**src/rtl/id_ex_skid_pkg.sv**
```systemverilog
// Shared constants and types for the id/ex pipeline register.
package id_ex_skid_pkg;

  localparam int unsigned INST_W     = 32;
  localparam int unsigned ADDR_W     = 32;
  localparam int unsigned DATA_W     = 32;
  localparam int unsigned REG_ADDR_W = 5;

  localparam logic [INST_W-1:0] INST_NOP  = 32'h0000_0013;
  localparam logic [DATA_W-1:0] ZERO_WORD = 32'h0000_0000;

  // 32+32+32+32+5+1 = 134
  localparam int unsigned PAYLOAD_W = INST_W + ADDR_W + 2 * DATA_W + REG_ADDR_W + 1;

  // Decoded bundle; inst is the MSB field
  typedef struct packed {
    logic [INST_W-1:0]     inst;
    logic [ADDR_W-1:0]     inst_addr;
    logic [DATA_W-1:0]     op1;
    logic [DATA_W-1:0]     op2;
    logic [REG_ADDR_W-1:0] rd_addr;
    logic                  reg_wen;
  } id_ex_payload_t;

  // Encoded as {main_valid, skid_valid}; 2'b01 is unreachable
  typedef enum logic [1:0] {
    SKID_EMPTY = 2'b00,
    SKID_ONE   = 2'b10,
    SKID_FULL  = 2'b11
  } skid_state_e;

endpackage

```
**src/rtl/id_ex_skid_pipe_skid_buf.sv**
```systemverilog
// Generic 2-entry valid/ready skid buffer with flush. The main entry drives
// out_data; it is reloaded with IDLE whenever it holds nothing, so the
// output bundle stays a plain register output.
module pipe_skid_buf
  import id_ex_skid_pkg::*;
#(
  parameter int unsigned   W    = 8,
  parameter logic [W-1:0]  IDLE = '0
) (
  input  logic         clk,
  input  logic         rst_n,
  input  logic         in_valid,
  output logic         in_ready,
  input  logic [W-1:0] in_data,
  output logic         out_valid,
  input  logic         out_ready,
  output logic [W-1:0] out_data,
  input  logic         flush
);

  skid_state_e  r_state;
  skid_state_e  w_state_nxt;
  logic [W-1:0] r_main;
  logic [W-1:0] w_main_nxt;
  logic [W-1:0] r_skid;
  logic [W-1:0] w_skid_nxt;
  logic         r_in_ready;
  logic         w_acc;
  logic         w_deq;

  assign w_acc = in_valid & r_in_ready;
  assign w_deq = r_state[1] & out_ready;

  // Next state and entry loads; flush beats every handshake event
  always_comb begin
    w_state_nxt = r_state;
    w_main_nxt  = r_main;
    w_skid_nxt  = r_skid;
    if (flush) begin
      w_state_nxt = SKID_EMPTY;
      w_main_nxt  = IDLE;
    end else begin
      case (r_state)
        SKID_EMPTY: begin
          if (w_acc) begin
            w_main_nxt  = in_data;
            w_state_nxt = SKID_ONE;
          end
        end
        SKID_ONE: begin
          if (w_deq && w_acc) begin
            w_main_nxt = in_data;
          end else if (w_deq) begin
            w_main_nxt  = IDLE;
            w_state_nxt = SKID_EMPTY;
          end else if (w_acc) begin
            w_skid_nxt  = in_data;
            w_state_nxt = SKID_FULL;
          end
        end
        SKID_FULL: begin
          if (w_deq) begin
            w_main_nxt  = r_skid;
            w_state_nxt = SKID_ONE;
          end
        end
        default: begin
          w_main_nxt  = IDLE;
          w_state_nxt = SKID_EMPTY;
        end
      endcase
    end
  end

  // State, entries and the registered ready
  always_ff @(posedge clk or negedge rst_n) begin
    if (!rst_n) begin
      r_state    <= SKID_EMPTY;
      r_main     <= IDLE;
      r_skid     <= '0;
      r_in_ready <= 1'b1;
    end else begin
      r_state    <= w_state_nxt;
      r_main     <= w_main_nxt;
      r_skid     <= w_skid_nxt;
      r_in_ready <= ~w_state_nxt[0];
    end
  end

  assign in_ready  = r_in_ready;
  assign out_valid = r_state[1];
  assign out_data  = r_main;

endmodule

```
**src/rtl/id_ex_skid.sv**
```systemverilog
// id -> ex pipeline register built on a 2-entry skid buffer. Presents a NOP
// bundle whenever no valid instruction is held.
// Optional: define ID_EX_STALL_CNT_EN to add the saturating stall_cnt output.
module id_ex_skid
  import id_ex_skid_pkg::*;
#(
  parameter logic [INST_W-1:0] NOP_INST = INST_NOP,
  parameter int unsigned       CNT_W    = 32
) (
  input  logic                  clk,
  input  logic                  rst,
  input  logic                  in_valid,
  output logic                  in_ready,
  input  logic [INST_W-1:0]     inst_i,
  input  logic [ADDR_W-1:0]     inst_addr_i,
  input  logic [DATA_W-1:0]     op1_i,
  input  logic [DATA_W-1:0]     op2_i,
  input  logic [REG_ADDR_W-1:0] rd_addr_i,
  input  logic                  reg_wen_i,
  output logic                  out_valid,
  input  logic                  out_ready,
  output logic [INST_W-1:0]     inst_o,
  output logic [ADDR_W-1:0]     inst_addr_o,
  output logic [DATA_W-1:0]     op1_o,
  output logic [DATA_W-1:0]     op2_o,
  output logic [REG_ADDR_W-1:0] rd_addr_o,
  output logic                  reg_wen_o,
  input  logic                  flush
`ifdef ID_EX_STALL_CNT_EN
  ,
  output logic [CNT_W-1:0]      stall_cnt
`endif
);

  // Bubble held in the main entry while it is invalid
  localparam logic [PAYLOAD_W-1:0] IDLE_PL =
    {NOP_INST, ZERO_WORD, ZERO_WORD, ZERO_WORD, REG_ADDR_W'(0), 1'b0};

  id_ex_payload_t w_in_pl;
  id_ex_payload_t w_out_pl;
  logic           w_out_valid;

  // Pack the decoded bundle
  always_comb begin
    w_in_pl.inst      = inst_i;
    w_in_pl.inst_addr = inst_addr_i;
    w_in_pl.op1       = op1_i;
    w_in_pl.op2       = op2_i;
    w_in_pl.rd_addr   = rd_addr_i;
    w_in_pl.reg_wen   = reg_wen_i;
  end

  pipe_skid_buf #(
    .W    (PAYLOAD_W),
    .IDLE (IDLE_PL)
  ) u_buf (
    .clk       (clk),
    .rst_n     (rst),
    .in_valid  (in_valid),
    .in_ready  (in_ready),
    .in_data   (w_in_pl),
    .out_valid (w_out_valid),
    .out_ready (out_ready),
    .out_data  (w_out_pl),
    .flush     (flush)
  );

  assign out_valid   = w_out_valid;
  assign inst_o      = w_out_pl.inst;
  assign inst_addr_o = w_out_pl.inst_addr;
  assign op1_o       = w_out_pl.op1;
  assign op2_o       = w_out_pl.op2;
  assign rd_addr_o   = w_out_pl.rd_addr;
  assign reg_wen_o   = w_out_pl.reg_wen;

`ifdef ID_EX_STALL_CNT_EN
  logic [CNT_W-1:0] r_stall_cnt;

  // Saturating count of cycles where ex holds off a valid instruction
  always_ff @(posedge clk or negedge rst) begin
    if (!rst) begin
      r_stall_cnt <= '0;
    end else if (w_out_valid && !out_ready && (r_stall_cnt != {CNT_W{1'b1}})) begin
      r_stall_cnt <= r_stall_cnt + CNT_W'(1);
    end
  end

  assign stall_cnt = r_stall_cnt;
`endif

endmodule

```
**config.mk**
```make
export PLATFORM = sky130hd
export DESIGN_NAME = id_ex_skid
export DESIGN_NICKNAME = d
export VERILOG_FILES = /design/src/rtl/id_ex_skid_pkg.sv /design/src/rtl/id_ex_skid_pipe_skid_buf.sv /design/src/rtl/id_ex_skid.sv
export SDC_FILE = /design/constraint.sdc
export NUM_CORES = 1
export LEC_CHECK = 0
export BUFFER_PORTS_ARGS = -buffer_cell sky130_fd_sc_hd__buf_2
export CAP_MARGIN = 20
export CELL_PAD_IN_SITES_DETAIL_PLACEMENT = 0
export CELL_PAD_IN_SITES_GLOBAL_PLACEMENT = 1
export CORE_MARGIN = 4
export CORE_UTILIZATION = 40
export CTS_CLUSTER_DIAMETER = 150
export DETAILED_ROUTE_END_ITERATION = 10
export PLACE_DENSITY_LB_ADDON = 0.08
export REMOVE_ABC_BUFFERS = 1
export SYNTH_ARGS = -nofsm -noshare
export SYNTH_HDL_FRONTEND = slang
export SYNTH_SLANG_ARGS = --single-unit
export TNS_END_PERCENT = 1
```
**constraint.sdc**
```tcl
create_clock -name clk -period 1.91 [get_ports clk]
set_clock_uncertainty 0.1 [all_clocks]
set_input_delay 0.573 -clock clk [delete_from_list [all_inputs] [get_ports clk]]
set_output_delay 0.573 -clock clk [all_outputs]
set_load 0.02 [all_outputs]
```
Word-level counts from Yosys, hierarchy flattened
Cells that the tools add are included.
Widths: inputs -> output; s select.
{ "word_totals": {"ramBits": 0, "mem_count": 0, "in_bits": 139, "regBits": 271, "out_inout_bits": 136, "mem_bits_ro": 0, "latch_bits": 0, "word_cells": 36} }
{ "op_classes": {"reduce_logical": 5, "bitwise_logic": 6, "div": 0, "mux": 13, "n_eq_ne": 7, "add_sub_neg": 0, "n_shift": 0, "magnitude_cmp": 0, "n_mul": 0} }
{ "ops": {"columns": ["cell", "n"], "rows": [
  ["$mux 134", 5],
  ["$pmux 134 s3", 1],
  ["$mux 2", 6],
  ["$ne 4x2->1 const B", 2],
  ["$ne 3x2->1 const B", 2],
  ["$pmux 2 s3", 1],
  ["$reduce_and 5->1", 1],
  ["$eq 2x2->1 const B", 2],
  ["$not 1->1", 4],
  ["$reduce_and 4->1", 1],
  ["$ne 3x3->1 const B", 1],
  ["$reduce_and 3->1", 1],
  ["$and 1x1->1", 2],
  ["$logic_not 2->1", 1],
  ["$logic_and 1x1->1", 1]
]} }

Depth between registers and ports, before layout
Gate-level depths: netlist (run 1).
{ "depth": {"word_depth": 7, "ltp_mapped": 7, "depth_no_buf": 3} }

Least setup slack after synthesis (run 1)
OpenSTA, ideal clock, no wires.
{ "synth_timing": {"path_type": "input to register", "startpoint": "in out_ready", "endpoint": "reg u_buf.r_skid[100]", "n_path_buf": 3, "path_slack_ns": -0.234, "stages": 6, "t_required_ns": 1.685, "setup_time_ns": 0.125, "t_arrival_ns": 1.919, "path_cell_list": "nand2b_1 or4_1 buf_2 buf_6 buf_6 mux2_4"} }
{ "synth_between": {"elab_chain_cells": 4, "elab_cells_between_ends": 5, "classes_between": "bitwise (3); reduce/logical (2)"} }
{ "synth_rtl": {"columns": ["item", "line_no", "text"], "rows": [
  ["start: declaration", "id_ex_skid.sv:21", "input logic out_ready,"],
  ["$and 1x1->1 (*)", "id_ex_skid_pipe_skid_buf.sv:32", "assign w_deq = r_state[1] & out_ready;"],
  ["$logic_and 1x1->1", "id_ex_skid_pipe_skid_buf.sv:51", "if (w_deq && w_acc) begin"],
  ["$not 1->1 (no source line)", null, null],
  ["$reduce_and 5->1 (no source line) (*)", null, null],
  ["end signal: assignment", "id_ex_skid_pipe_skid_buf.sv:85", "r_skid <= w_skid_nxt;"],
  ["end: declaration", "id_ex_skid_pipe_skid_buf.sv:25", "logic [W-1:0] r_skid;"]
]} }
Mark *: on every way between the ends. The rest lies on a longest branch, timed or not.
A chain may end at the register's enable or synchronous reset.

Final worst setup path (run 1)
{ "layout_timing": {"startpoint": "reg u_buf.r_in_ready, in the netlist u_buf.in_ready", "endpoint": "out in_ready"} }
{ "layout_rtl": {"columns": ["item", "line_no", "text"], "rows": [
  ["start: declaration", "id_ex_skid_pipe_skid_buf.sv:27", "logic r_in_ready;"],
  ["start signal: assignment", "id_ex_skid_pipe_skid_buf.sv:86", "r_in_ready <= ~w_state_nxt[0];"],
  ["end: declaration", "id_ex_skid.sv:13", "output logic in_ready,"]
]} }
No word-level cell between the ends.

==> out/metrics.cfg, run 1 <==
[logic_synthesis]
synth_cells=935
syn_avg_cell_area_um2=13.35
yosysUniqueCellTypes=30
synth-seq-cells=271
yosysWarnings=0
yosysSeqAreaShare_pct=54.37
syn_area_um2=12480

[setup_path]
worstSetupStartpointType=register
end_kind=output port
worstReg2RegStart=u_buf.in_ready
crit_start=u_buf.in_ready
cp.required_ns=1.24
worstPathMaxFanout=5
arrival_ns=1.32
path_class=reg -> out

[drt]
drtIter0Drc=510
num_vias=9476
final_antenna_net_count=0
route.met2.wl_um=16270
dr_wl_met3_um=2260
drt-met1-wl_um=17450
top_layer_used=met5
drtPass1Iterations=5
wl_per_cell_um=22.47
via_per_inst=5.806
wl_um=36660
drc=0

[layout]
final_area_um2=16210
fill_cells=2658
final_common_cell=buf_2
mostFrequentLayoutCells=268 x buf_2, 265 x dfrtp_1, 130 x nor3b_1, 125 x o2bb2ai_1, 102 x a221oi_1
drive_gt1_share_pct=47.12
fin_nets=1348
syn2layout_area_growth_pct=29.84

[timing]
setup_viol=67
fmax_mhz=500.8
rsz0062_at_grt=yes
drv_slew=0
worst_pin_slew_ns=0.4994
fin_crit_ns=1.997
maxSlewHeadroom_pct=66.70
fin_ws_ns=-0.08683
hold_viol_final=0
fin_tns_setup_ns=-1.334
fin_crit_sh_pct=104.5

[floorplan]
core-area_um2=30670
fp.dieH_um=184.7
rows=64
die-area_um2=34100
floorplan.initialDensity_pct=40.70
die_w_um=184.7
ios=275

[placed_design]
dp_hpwl_um=23100
portBuffers=274
place_area_um2=14750
place.gp.congestion=0.7551

[status]
violations=negative setup slack
outcome=complete, but fails checks

[clock_tree]
tritoncts=yes
clock_latency_ns=0.55
clock_sinks=271
cts_buffers=30
cts_buffer_depth=3
htreeDepth=1
cts-root-buf=clkbuf_16
clk_pin_slew_worst_paths_ns=0.06

[global_routing]
grtUsageTotal_pct=20.70
antenna_found_initial=9
overflow=0
grt_pass1_vias=9513
grt_max_degree=61
grt_pass1_wl_um=57190

[min_path]
hold_class=in -> reg
hold_start=op1_i[3]

[job]
cap_violations=0

[power_and_ir_drop]
leakagePower_nw=7.511
pwr_density_cell_nw_per_um2=1001
peakVddDrop_v=0.0006816

flip-flops by register name, summed over array words and instances, names as in the netlist:
register / count
u_buf.in_ready: 1
u_buf.out_data: 134
u_buf.r_skid: 134
u_buf.r_state: 2
timing repair:
action / CTS / global route
hold buffers: 1 / 0
buffers inserted: 2 / 2
pin swaps: 2 / 1
endpoints found under the hold margin: 32 / 0
endpoints found under the setup margin: 62 / 256
cloned: 0 / 1
gates resized for setup: 19 / 42
layout make-up:
| class | instances | area (um2) | area share (%) |
|---|---|---|---|
| inverter | 4 | 15.01 | 0.09264 |
| timing repair buffer | 347 | 2381 | 14.69 |
| multi-input combinational | 555 | 5473 | 33.77 |
| antenna | 3 | 7.507 | 0.04632 |
| sequential | 271 | 6794 | 41.92 |
| clock buffer | 44 | 924.6 | 5.705 |
| tap | 396 | 495.5 | 3.057 |
| clock inverter | 12 | 116.4 | 0.7180 |
routing by layer:
| metal | GRT usage (%) | vias up |
|---|---|---|
| met3 | 4.717 | 55 |
| met2 | 31.15 | 261 |
| met5 | 0 | - |
| met1 | 30.96 | 4847 |
| met4 | 4.081 | 16 |
| li1 | - | 4297 |
worst max-delay path, stage by stage, from the launching register on:
cell	delay (ns)
dfstp_2	0.55
buf_6	0.12
buf_6	0.11
kinds of logic after synthesis:
logic type	share of synthesized area [%]
AO/OA/AOI/OAI	19.12
buffers and inverters	3.919
flip-flops	54.37
multiplexers	13.89
AND/OR/NAND/NOR	8.701
synthesized netlist by cell type (all sizes together):
cell       n  share of area (%)
dfstp      4               0.84
a21oi      1              0.040
clkbuf    73                2.2
a2bb2oi    1              0.070
or3        3               0.15
and4b      1              0.080
inv        4               0.12
a221oi   131                9.2
nor3b    131                7.9
o21a       1              0.060
nand4b     1              0.070
or4        1              0.060
o221ai     3               0.21
o2bb2ai  131                9.2
mux2     134                 14
and2       1              0.050
nand4bb    1              0.090
o21ai      1              0.040
dfrtp    267                 54
nor2       2              0.060
a22oi      3               0.18
buf       32                1.6
nand2      3              0.090
and3b      1              0.070
a21o       1              0.060
nand2b     2               0.10
a211o      1              0.070
where the power goes:
part	switching, mW	internal [mW]	total [mW]
clock network	2.37	3.61	5.97
registers	0.581	6.72	7.30
logic	1.39	1.55	2.95
total	4.34	11.9	16.2
worst paths after layout:
kind,endpoint,depth (start not counted),slack (ns)
setup / recovery,in_ready,2,-0.09
hold / removal,u_buf.r_skid[41],2,0.18
setup reg to reg,u_buf.r_skid[104],4,-0.05
hold reg to reg,u_buf.out_data[117],1,0.38
max in group asynchronous,u_buf.out_data[32],3,0.60
min in group asynchronous,u_buf.out_data[99],2,0.44
per-stage QoR:
step           hold WS [ns]  worst slack [ns]  total power, mW  instances  util [%]
6_report             0.1815          -0.08683            16.22       1632     52.84
5_1_grt              0.1584           -0.1445            17.01       1630     52.83
4_1_cts              0.1499           -0.1210            16.29       1626     51.80
3_5_place_dp         0.3682           -0.3313            10.19       1567     48.09
3_3_place_gp         0.3673           -0.3310            10.12       1567     48.09
2_1_floorplan        0.1774            -6.726            9.021        830         -
Note: power is estimated with default switching activity, not from simulation.
==> run 2: changes to the inputs <==
- clock period: 1.91 -> 1.7 ns (I/O delays scaled with it)
==> out/metrics.cfg, run 2 (same netlist as run 1, synthesis figures left out) <==
[setup_path]
worstSetupStartpointType=register  ; unchanged
end_kind=register  ; was output port
cp.required_ns=2.03  ; was 1.24 ns
arrival_ns=2.39  ; was 1.32 ns
path_class=reg -> reg  ; was reg -> out
worstReg2RegStart=u_buf.r_state[1]  ; was u_buf.in_ready
crit_start=u_buf.r_state[1]  ; was u_buf.in_ready
worstPathMaxFanout=13  ; was 5

[layout]
fin_nets=1372  ; was 1348
mostFrequentLayoutCells=265 x dfrtp_1, 221 x buf_2, 127 x nor3b_1, 118 x a221oi_1, 118 x o2bb2ai_1  ; was 268 x buf_2, 265 x dfrtp_1, 130 x nor3b_1, 125 x o2bb2ai_1, 102 x a221oi_1
final_area_um2=17000  ; was 16210 um2
final_common_cell=dfrtp_1  ; was buf_2
syn2layout_area_growth_pct=36.20  ; was 29.84%
drive_gt1_share_pct=47.45  ; was 47.12%

[timing]
maxSlewHeadroom_pct=68.66  ; was 66.70%
fmax_mhz=484.8
worst_pin_slew_ns=0.4701  ; was 0.4994 ns
fin_ws_ns=-0.3625  ; was -0.08683 ns
rsz0062_at_grt=yes  ; unchanged
fin_crit_ns=2.063
fin_hold_ws_ns=0.1128  ; was 0.1815 ns
fin_crit_sh_pct=121.3
hold_viol_final=0  ; unchanged
drv_slew=0  ; unchanged
setup_viol=335  ; was 67

[clock_tree]
clk_pin_slew_worst_paths_ns=0.06  ; about the same
tritoncts=yes  ; unchanged
cts_buffers=31  ; was 30
clock_latency_ns=0.55  ; about the same
clock_sinks=271  ; unchanged
cts_buffer_depth=3  ; unchanged
htreeDepth=1  ; unchanged
cts-root-buf=clkbuf_16  ; unchanged

[floorplan]
core-area_um2=30670  ; unchanged
die_w_um=184.7  ; unchanged
rows=64  ; unchanged
floorplan.initialDensity_pct=40.70  ; unchanged
ios=275  ; unchanged
fp.dieH_um=184.7  ; unchanged
die-area_um2=34100  ; unchanged

[drt]
via_per_inst=5.958  ; was 5.806
drtIter0Drc=754  ; was 510
drtPass1Iterations=5  ; unchanged
wl_per_cell_um=25.23  ; was 22.47 um
drc=0  ; unchanged
final_antenna_net_count=0  ; unchanged
num_vias=9837  ; was 9476
wl_um=41650  ; was 36660 um

[global_routing]
grt_pass1_wl_um=58080  ; was 57190 um
grtUsageTotal_pct=21.25  ; was 20.70%
grt_pass1_vias=9569  ; was 9513
overflow=0  ; unchanged
grt_max_degree=88  ; was 61
antenna_found_initial=7  ; was 9

[power_and_ir_drop]
power.total_mw=18.60  ; was 16.22 mW
pwr_density_cell_nw_per_um2=1094  ; was 1001 nW/um2
leakagePower_nw=7.818  ; was 7.511 nW
peakVddDrop_v=0.0007164  ; was 0.0006816 V

[placed_design]
post-place-ws_ns=-0.5049  ; was -0.3313 ns
place.gp.congestion=0.7600  ; was 0.7551
place_area_um2=14640  ; was 14750 um2
dp_hpwl_um=22620  ; was 23100 um
portBuffers=274  ; unchanged

[status]
outcome=complete, but fails checks  ; unchanged
violations=negative setup slack  ; unchanged

[job]
cap_violations=0  ; unchanged

[min_path]
hold_start=inst_i[9]  ; was op1_i[3]
hold_class=in -> reg  ; unchanged

==> run 2: changes by cell type in the layout (fill, tap and decap cells not counted), moves of 6 or more <==
cell,delta
a221oi_1,+16
buf_16,+7
clkbuf_16,+10
buf_6,+53
buf_8,+7
buf_12,-8
o2bb2ai_1,-7
a221oi_2,-16
buf_2,-47
o2bb2ai_2,+6
==> run 2: power breakdown <==
part	leakage, nW	internal [mW]	switching (mW)
clock network	0.521	4.13	2.67
registers	3.47	7.55	0.671
logic	3.82	1.93	1.64
==> run 2: cell type report <==
class	instances	area (um2)
diodes	1	2.502
fillers	2578	13670
clock buffers	47	955.9
clock inverters	7	85.08
repair buffers	369	3181
inverters	4	15.01
multi-input cells	556	5472
well taps	396	495.5
flip-flops and latches	271	6794
==> run 2: per-stage QoR <==
step | utilization [%] | std cells | TNS [ns]
finish | 55.43 | 1651 | -74.94
global route | 55.42 | 1650 | -94.51
CTS | 52.33 | 1622 | -74.07
floorplan | - | 830 | -1598.33
detailed placement | 47.72 | 1557 | -93.78
global placement | 47.72 | 1557 | -90.26
==> run 2: routing by layer <==
metal | up-vias | track usage, % | share of wire [%]
met5 | - | 0 | 0.23
met4 | 14 | 3.670 | 1.6
met3 | 66 | 4.776 | 7.3
met2 | 366 | 32.42 | 45
met1 | 5060 | 31.68 | 45
li1 | 4331 | - | -
==> run 2: worst paths after layout <==
path | end | slack, ns | depth (start not counted)
worst max-delay path | u_buf.r_skid[107] | -0.36 | 6
max in group asynchronous | u_buf.out_data[66] | 0.61 | 4
min in group asynchronous | u_buf.r_skid[99] | 0.28 | 2
worst max register to register | u_buf.r_skid[107] | -0.36 | 6
worst min register to register | u_buf.out_data[95] | 0.38 | 1
worst min-delay path | u_buf.r_skid[111] | 0.11 | 2
==> run 2: worst max-delay path, cell delays in order (launching register included) <==
cell and delay [ns]:
dfrtp_4 0.43, buf_6 0.10, nand2b_4 0.04, or4_4 0.57
buf_12 0.19, clkbuf_16 0.20, mux2_4 0.30
==> run 2: repair_timing <==
item,in CTS,in global routing
endpoints found under the setup margin,403,404
pin swaps,2,6
hold endpoints to repair,197,0
gates cloned,4,18
gates resized for setup,56,125
hold buffers,1,0
buffers inserted,6,10
